File: src/rtl/cla_nibble_sequencer.sv
// cla_nibble_sequencer: multi-cycle adder that runs one 4-bit carry-look-ahead
// slice across a WIDTH-bit operand pair, least-significant nibble first.
// The inter-nibble carry is registered and the sum is assembled in place.
// Valid/ready handshakes are used on both the operand and the result side.
// WIDTH must be a multiple of 4 and at least 4.
module cla_nibble_sequencer #(
    parameter int WIDTH = 16
) (
    input  logic             clk,
    input  logic             rst,
    input  logic             in_valid,
    output logic             in_ready,
    input  logic [WIDTH-1:0] a_i,
    input  logic [WIDTH-1:0] b_i,
    input  logic             cin_i,
    output logic             out_valid,
    input  logic             out_ready,
    output logic [WIDTH-1:0] sum_o,
    output logic             cout_o,
    output logic             ovf_o,
    output logic             busy_o
);

    localparam int NIB   = WIDTH / 4;
    localparam int IDX_W = (NIB > 1) ? $clog2(NIB) : 1;
    localparam logic [IDX_W-1:0] LAST_IDX = IDX_W'(NIB - 1);

    typedef enum logic [1:0] {
        S_IDLE = 2'd0,
        S_RUN  = 2'd1,
        S_DONE = 2'd2
    } state_t;

    state_t             state_q;
    logic [WIDTH-1:0]   a_q;
    logic [WIDTH-1:0]   b_q;
    logic               carry_q;
    logic [IDX_W-1:0]   idx_q;
    logic [WIDTH-1:0]   sum_q;
    logic               cout_q;
    logic               ovf_q;
    logic               in_ready_q;
    logic               out_valid_q;
    logic               busy_q;

    // Slice signals for the nibble currently selected by idx_q.
    logic [3:0]         x;
    logic [3:0]         y;
    logic [3:0]         g;
    logic [3:0]         p;
    logic [4:0]         c_d;
    logic [3:0]         sum_nib_d;

    // Look-ahead slice: every carry is a flat sum of products of g, p and c0,
    // so no carry depends on another carry or on a sum bit.
    always_comb begin
        // NOTE: every output of a combinational block is assigned on every pass,
        // so no latch is inferred.
        x   = a_q[4*idx_q +: 4];
        y   = b_q[4*idx_q +: 4];
        g   = x & y;
        p   = x ^ y;
        c_d[0] = carry_q;
        c_d[1] = g[0]
               | (p[0] & carry_q);
        c_d[2] = g[1]
               | (p[1] & g[0])
               | (p[1] & p[0] & carry_q);
        c_d[3] = g[2]
               | (p[2] & g[1])
               | (p[2] & p[1] & g[0])
               | (p[2] & p[1] & p[0] & carry_q);
        c_d[4] = g[3]
               | (p[3] & g[2])
               | (p[3] & p[2] & g[1])
               | (p[3] & p[2] & p[1] & g[0])
               | (p[3] & p[2] & p[1] & p[0] & carry_q);
        sum_nib_d = p ^ c_d[3:0];
    end

    // Sequencer FSM with registered handshake, status and result outputs.
    always_ff @(posedge clk or posedge rst) begin
        if (rst) begin
            state_q     <= S_IDLE;
            a_q         <= '0;
            b_q         <= '0;
            carry_q     <= 1'b0;
            idx_q       <= '0;
            sum_q       <= '0;
            cout_q      <= 1'b0;
            ovf_q       <= 1'b0;
            in_ready_q  <= 1'b1;
            out_valid_q <= 1'b0;
            busy_q      <= 1'b0;
        end else begin
            // NOTE: state registers use non-blocking assignments so every
            // register samples the values from before this edge.
            case (state_q)
                S_IDLE: begin
                    if (in_valid) begin
                        a_q        <= a_i;
                        b_q        <= b_i;
                        carry_q    <= cin_i;
                        idx_q      <= '0;
                        sum_q      <= '0;
                        in_ready_q <= 1'b0;
                        busy_q     <= 1'b1;
                        state_q    <= S_RUN;
                    end
                end
                S_RUN: begin
                    sum_q[4*idx_q +: 4] <= sum_nib_d;
                    carry_q             <= c_d[4];
                    idx_q               <= idx_q + IDX_W'(1);
                    if (idx_q == LAST_IDX) begin
                        // Carry into the top bit is c_d[3] of the last nibble.
                        cout_q      <= c_d[4];
                        ovf_q       <= c_d[3] ^ c_d[4];
                        busy_q      <= 1'b0;
                        out_valid_q <= 1'b1;
                        state_q     <= S_DONE;
                    end
                end
                S_DONE: begin
                    if (out_ready) begin
                        out_valid_q <= 1'b0;
                        in_ready_q  <= 1'b1;
                        state_q     <= S_IDLE;
                    end
                end
                default: begin
                    out_valid_q <= 1'b0;
                    busy_q      <= 1'b0;
                    in_ready_q  <= 1'b1;
                    state_q     <= S_IDLE;
                end
            endcase
        end
    end

    assign in_ready  = in_ready_q;
    assign out_valid = out_valid_q;
    assign busy_o    = busy_q;
    assign sum_o     = sum_q;
    assign cout_o    = cout_q;
    assign ovf_o     = ovf_q;

endmodule

File: config.mk
export PLATFORM = sky130hd
export DESIGN_NAME = cla_nibble_sequencer
export DESIGN_NICKNAME = d
export VERILOG_FILES = /design/src/rtl/cla_nibble_sequencer.sv
export SDC_FILE = /design/constraint.sdc
export NUM_CORES = 1
export LEC_CHECK = 0
export CORE_ASPECT_RATIO = 1.5
export CORE_MARGIN = 5
export CORE_UTILIZATION = 30
export DETAILED_ROUTE_END_ITERATION = 10
export DONT_BUFFER_PORTS = 1
export GPL_TIMING_DRIVEN = 0
export PLACE_DENSITY = 0.55
export SYNTH_ARGS = -nofsm -noshare
export SYNTH_HDL_FRONTEND = slang
export SYNTH_SLANG_ARGS = --single-unit
export TNS_END_PERCENT = 50
File: constraint.sdc
create_clock -name clk -period 3.4 [get_ports clk]
set_clock_uncertainty 0.05 [all_clocks]
set_input_delay 0.17 -clock clk [delete_from_list [all_inputs] [get_ports clk]]
set_output_delay 0.17 -clock clk [all_outputs]
set_load 0.05 [all_outputs]
Word level (Yosys, flattened, before mapping)
Index checks and enable logic that the tools add are counted.
{"block": "totals", "ff_bits": 58, "word_cells": 85, "in_bits": 37, "output_inout_bits": 21}
{"block": "classes", "n_eq_ne": 6, "muxes": 20, "n_reduce_logical": 9, "shifts": 4, "add_sub_neg": 2, "bitwise": 33}
{"cell": "4-bit negation with 34-bit output", "count": 1}
{"cell": "4-bit by 34-bit variable shift with 16-bit output, first input constant", "count": 1}
{"cell": "4-bit by 34-bit variable part select with 16-bit output", "count": 1}
{"cell": "16-bit case mux with 2 select lines", "count": 1}
{"cell": "16-bit by 5-bit variable part select with 4-bit output", "count": 2}
{"cell": "1-bit bitwise AND", "count": 16}
{"cell": "16-bit bitwise mux", "count": 1}
{"cell": "16-bit two-way mux", "count": 1}
{"cell": "3-bit AND reduction", "count": 4}
{"cell": "1-bit OR", "count": 10}
{"cell": "1-bit case mux with 3 select lines", "count": 3}
{"cell": "2-bit two-way mux", "count": 4}
{"cell": "4-bit bitwise XOR", "count": 2}
{"cell": "1-bit two-way mux", "count": 7}
{"cell": "2-bit != test, second input constant", "count": 3}
{"cell": "2-bit case mux with 3 select lines", "count": 1}
{"cell": "2-bit AND reduction", "count": 3}
{"cell": "4-bit bitwise AND", "count": 1}
{"cell": "2-bit equality test, second input constant", "count": 2}
{"cell": "2-bit case mux with 2 select lines", "count": 1}
{"cell": "1-bit inverter", "count": 3}
{"cell": "2-bit by 1-bit adder with 2-bit output, second input constant", "count": 1}
{"cell": "2-bit by 1-bit equality test with 1-bit output, second input constant", "count": 1}
{"cell": "2-bit logical NOT", "count": 1}
{"cell": "other kinds (3)", "count": 3}

Depth between registers and ports, before layout
{"block": "logic_depth", "depth_word": 10, "ltp_mapped": 7, "depth_no_buf": 6}

Least setup slack after synthesis
OpenSTA, ideal clock, no wires.
{"block": "synth_path", "kind": "register -> register", "startpoint": "register idx_q[0]", "endpoint": "register sum_q[15], in the netlist sum_o[15]", "path_stages_with_launch": 8, "period_less_slack_ns": 2.522, "path_buffers": 1, "setup_ns": 0.121, "slack_ns": 0.878, "required_ns": 3.229, "arrival_ns": 2.351, "path_cell_list": "dfrtp_1 -> buf_4 -> mux4_2 -> ha_1 -> a211oi_1 -> o21bai_1 -> xor2_1 -> a22o_1"}
{"block": "synth_via", "elab_chain_len": 10, "word_cells_on_any_way": 25, "classes_between": "add/sub: 1; shift: 4; mux: 2; bitwise: 18"}
{"item": "start, declared", "line": "38", "rtl": "logic [IDX_W-1:0] idx_q;"}
{"item": "start signal, assigned", "line": "114", "rtl": "idx_q <= idx_q + IDX_W'(1);"}
{"item": "16-bit by 5-bit variable part select with 4-bit output, on equally long branches", "line": "59, 60"}
{"item": "4-bit bitwise XOR or 4-bit bitwise AND (tied branches)", "line": "62, 61"}
{"item": "1-bit bitwise AND, on equally long branches", "line": "70, 71, 72"}
{"item": "1-bit OR (tied with other cells)", "line": "70", "rtl": "| (p[2] & g[1])"}
{"item": "1-bit OR or 1-bit bitwise AND (tied branches)", "line": "71, 72"}
{"item": "1-bit OR", "line": "72", "rtl": "| (p[2] & p[1] & p[0] & carry_q);"}
{"item": "4-bit bitwise XOR", "line": "78", "rtl": "sum_nib_d = p ^ c_d[3:0];"}
{"item": "4-bit by 34-bit variable part select with 16-bit output", "line": "112", "rtl": "sum_q[4*idx_q +: 4] <= sum_nib_d;"}
{"item": "16-bit bitwise mux *", "line": "112"}
{"item": "16-bit case mux with 2 select lines *", "line": "98", "rtl": "case (state_q)"}
{"item": "end signal, assigned by index", "line": "112"}
{"item": "end, declared", "line": "39", "rtl": "logic [WIDTH-1:0] sum_q;"}
Mark *: on every way between the ends. The rest lies on a longest branch, timed or not.
A chain may end at the register's enable or synchronous reset.

Final worst setup path
Same ends and word-level chain as after synthesis.

==> flow_summary.json <==
{
  "clk_latency_ns": 0.32,
  "synth_commonest_cells": "57 x dfrtp_1, 29 x mux2_2, 17 x a22o_1, 15 x nand2_1, 9 x ha_1",
  "syn_nets": 240,
  "combPwrFrac_pct": 41.5,
  "final_antenna_net_count": 0,
  "min_path_type": "primary input to flip-flop",
  "postSynthAreaPerCell_um2": 14.0,
  "multiInputGateArea_um2": 1180,
  "p_switching_uw": 1650,
  "netlist_instances": 193,
  "synthSimpleGateAreaFrac_pct": 6.61,
  "die_h_um": 126,
  "synth_fa_ha_area_share_pct": 4.90,
  "grtUsageTotal_pct": 11.7,
  "yosysUniqueCellTypes": 33,
  "post-place-ws_ns": 0.466,
  "cap_violations": 0,
  "dpl.cell_count": 304,
  "htree_levels": 3,
  "wl_per_cell_um": 17.3,
  "p_sw_share_pct": 40.2,
  "setup_viol": 0,
  "grt_busiest_layer": "met2",
  "drive_above_1_share_pct": 27.6,
  "end_kind": "flip-flop",
  "cts_buffers": 9,
  "finalCritPeriodShare_pct": 84.9,
  "area_growth_syn_to_layout_pct": 29.7,
  "clkPwrFrac_pct": 22.1,
  "die_x_um": 87.5,
  "leakage_uw": 0.00153,
  "antennaDiodeCount": 0,
  "route.vias.total": 1678,
  "num_io_pins": 58,
  "fillers": 868,
  "ctsRootBufferMaster": "clkbuf_16",
  "status": "complete, no violations",
  "fmax_mhz": 346,
  "clk_path_buf_depth": 2,
  "regArea_um2": 1450,
  "synth-seq-cells": 58,
  "yosysMostFrequentCell": "dfrtp_1",
  "drc": 0,
  "cpMaxStageDelayCell": "mux4_2",
  "core_um2": 8830,
  "hold_viol": 0,
  "dp_hpwl_um": 4610,
  "fin_cells": 353,
  "antenna_found_initial": 0,
  "path_cells": "buf_4 -> mux4_2 -> ha_1 -> a211oi_1 -> o21bai_1 -> xor2_1 -> a22o_1",
  "grt_first_pass_wirelength_um": 9760,
  "wl_um": 6120,
  "synth_top_family_by_area": "multiplexers",
  "critical_path_class": "flip-flop to flip-flop",
  "grtUsageMet2_pct": 20.1,
  "use_met3_pct": 3.57,
  "clk_pin_slew_ns": 0.05,
  "nNetsFinal": 286,
  "synth_compound_area_share_pct": 10.2,
  "cp-start-kind": "flip-flop",
  "critPathArrivalTime_ns": 3.09,
  "drv_slew": 0,
  "period_needed_ns": 2.89,
  "firstDrtPassIters": 4,
  "synth_edf_count": 0,
  "ys_seq_area_share_pct": 53.7,
  "yosysTopAreaCellShare_pct": 52.7,
  "slowest_delay_ns": 0.58,
  "die-area_um2": 11100,
  "final.setup.worst_slack_ns": 0.512,
  "ys.flop_type": "dfrtp_1",
  "grt_pass1_vias": 1849,
  "crit_path_max_fanout": 10,
  "use_met1_pct": 13.5,
  "yosys_warnings": 0,
  "synth_area_um2": 2710,
  "cts_setup_buffers": 0,
  "post_drt_via_cell_ratio": 4.75,
  "gr-total-overflow": 0,
  "synth_mux_area_share_pct": 20.8,
  "start_util_pct": 30.6,
  "num_rows": 42,
  "rsz0062_at_grt": "false",
  "io_buffers": 0,
  "yosys-top-cells-area": "dfrtp_1 53%, mux2_2 12%, mux4_2 6.7%, a22o_1 5.5%, ha_1 4.2%",
  "power_density_nw_per_um2": 1170,
  "tritoncts": "yes",
  "synth_xor_area_share_pct": 0.971,
  "synth_area_leader_cell": "dfrtp_1",
  "seqPwrFrac_pct": 36.4,
  "tns_ns": 0,
  "p_int_uw": 2440,
  "grt_max_degree": 33,
  "cts_sinks": 58,
  "worst_ep_required_time_ns": 3.61,
  "worst_pin_slew_ns": 0.658,
  "async_reset_ff_share_pct": 100,
  "first_iter_violations": 44,
  "peakVddDrop_uv": 540,
  "relSlewSlack_pct": 56.1,
  "routabilityCongestion": 0.721
}
## power by group through the flow
stage	combinational (uW)	sequential (uW)	clock, uW
floorplan	1330	1420	0
global placement	1680	1490	0
detailed placement	1710	1510	0
CTS	1740	1500	922
global route	1900	1530	965
finish	1700	1490	903
## layout make-up
| cell class | count | share of cell area [%] |
|---|---|---|
| buffer | 8 | 1.85 |
| clock buffer | 13 | 7.70 |
| clock inverter | 2 | 0.999 |
| inverter | 3 | 0.321 |
| multi-input combinational | 124 | 33.5 |
| sequential | 58 | 41.4 |
| tap | 110 | 3.92 |
| timing repair buffer | 35 | 10.3 |
## flip-flops by register name, indices dropped and copies added (netlist names)
signal and count:
ovf_o 1, cout_o 1, sum_o 16, carry_q 1, a_q 16, out_valid 1
busy_o 1, in_ready 1, idx_q 2, b_q 16, state_q 2
## metal layers
layer | vias to the layer above | wire length, um
met5 | - | 0
met4 | 0 | 94
met3 | 10 | 294
met2 | 41 | 3230
met1 | 827 | 2510
li1 | 800 | -
## worst max-delay path, delay by kind of cell (launching register included)
| family | cells | cell delay (ns) |
|---|---|---|
| adder cells (fa/ha/maj) | 1 | 0.34 |
| AO/OA/AOI/OAI | 3 | 0.62 |
| multiplexers | 1 | 0.58 |
| buffers and inverters | 1 | 0.30 |
| XOR/XNOR | 1 | 0.37 |
| flip-flops | 1 | 0.56 |
## per-stage QoR
| stage | utilization (%) | hold slack (ns) | total power, uW | area [um2] |
|---|---|---|---|---|
| after floorplan | - | 0.268 | 2750 | 2710 |
| after global placement | 32.2 | 0.269 | 3170 | 2840 |
| after detailed placement | 32.4 | 0.104 | 3220 | 2860 |
| after CTS | 39.7 | 0.00558 | 4170 | 3510 |
| after global routing | 39.7 | 0.0249 | 4400 | 3510 |
| final | 39.7 | 0.0115 | 4090 | 3510 |
## cells by family after synthesis
kind of cell,Yosys count
simple gates,33
compound gates,37
fa+ha+maj,10
flops,58
xor+xnor,3
buf+inv,11
mux,41
## timing repair
action,in CTS,in global routing
setup endpoints to repair,0,0
hold buffers,34,0
gates resized for setup,0,0
endpoints found under the hold margin,59,0
## cell usage in the layout, fill, tap and decap left out, drive strengths merged, types with 2 or more instances in the layout
cell / synthesis / layout
nand2b: 3 / 3
nor2b: 2 / 2
dfrtp: 57 / 57
and2b: 2 / 2
clkbuf: 2 / 15
dlygate4sd3: 0 / 34
mux4: 8 / 8
o21bai: 2 / 2
a22o: 17 / 17
buf: 6 / 7
a21o: 5 / 5
o21ai: 6 / 6
nand2: 15 / 15
a21oi: 4 / 4
ha: 9 / 9
inv: 3 / 3
xor2: 2 / 2
mux2: 32 / 32
nor2: 7 / 7
## worst paths after layout
kind | startpoint | slack, ns | endpoint | depth (start not counted)
max | idx_q[0]$_DFFE_PP0P_ | 0.51 | sum_o[15]$_DFFE_PP0P_ | 7
min reg2reg | b_q[13]$_DFFE_PP0P_ | 0.45 | b_q[13]$_DFFE_PP0P_ | 1
min in group asynchronous | rst | 0.33 | b_q[4]$_DFFE_PP0P_ | 2
max reg2reg | idx_q[0]$_DFFE_PP0P_ | 0.51 | sum_o[15]$_DFFE_PP0P_ | 7
min | out_ready | 0.01 | out_valid$_DFFE_PP0P_ | 3
max in group asynchronous | rst | 2.33 | in_ready$_DFFE_PP1P_ | 3
Note: power is estimated with default switching activity, not from simulation.
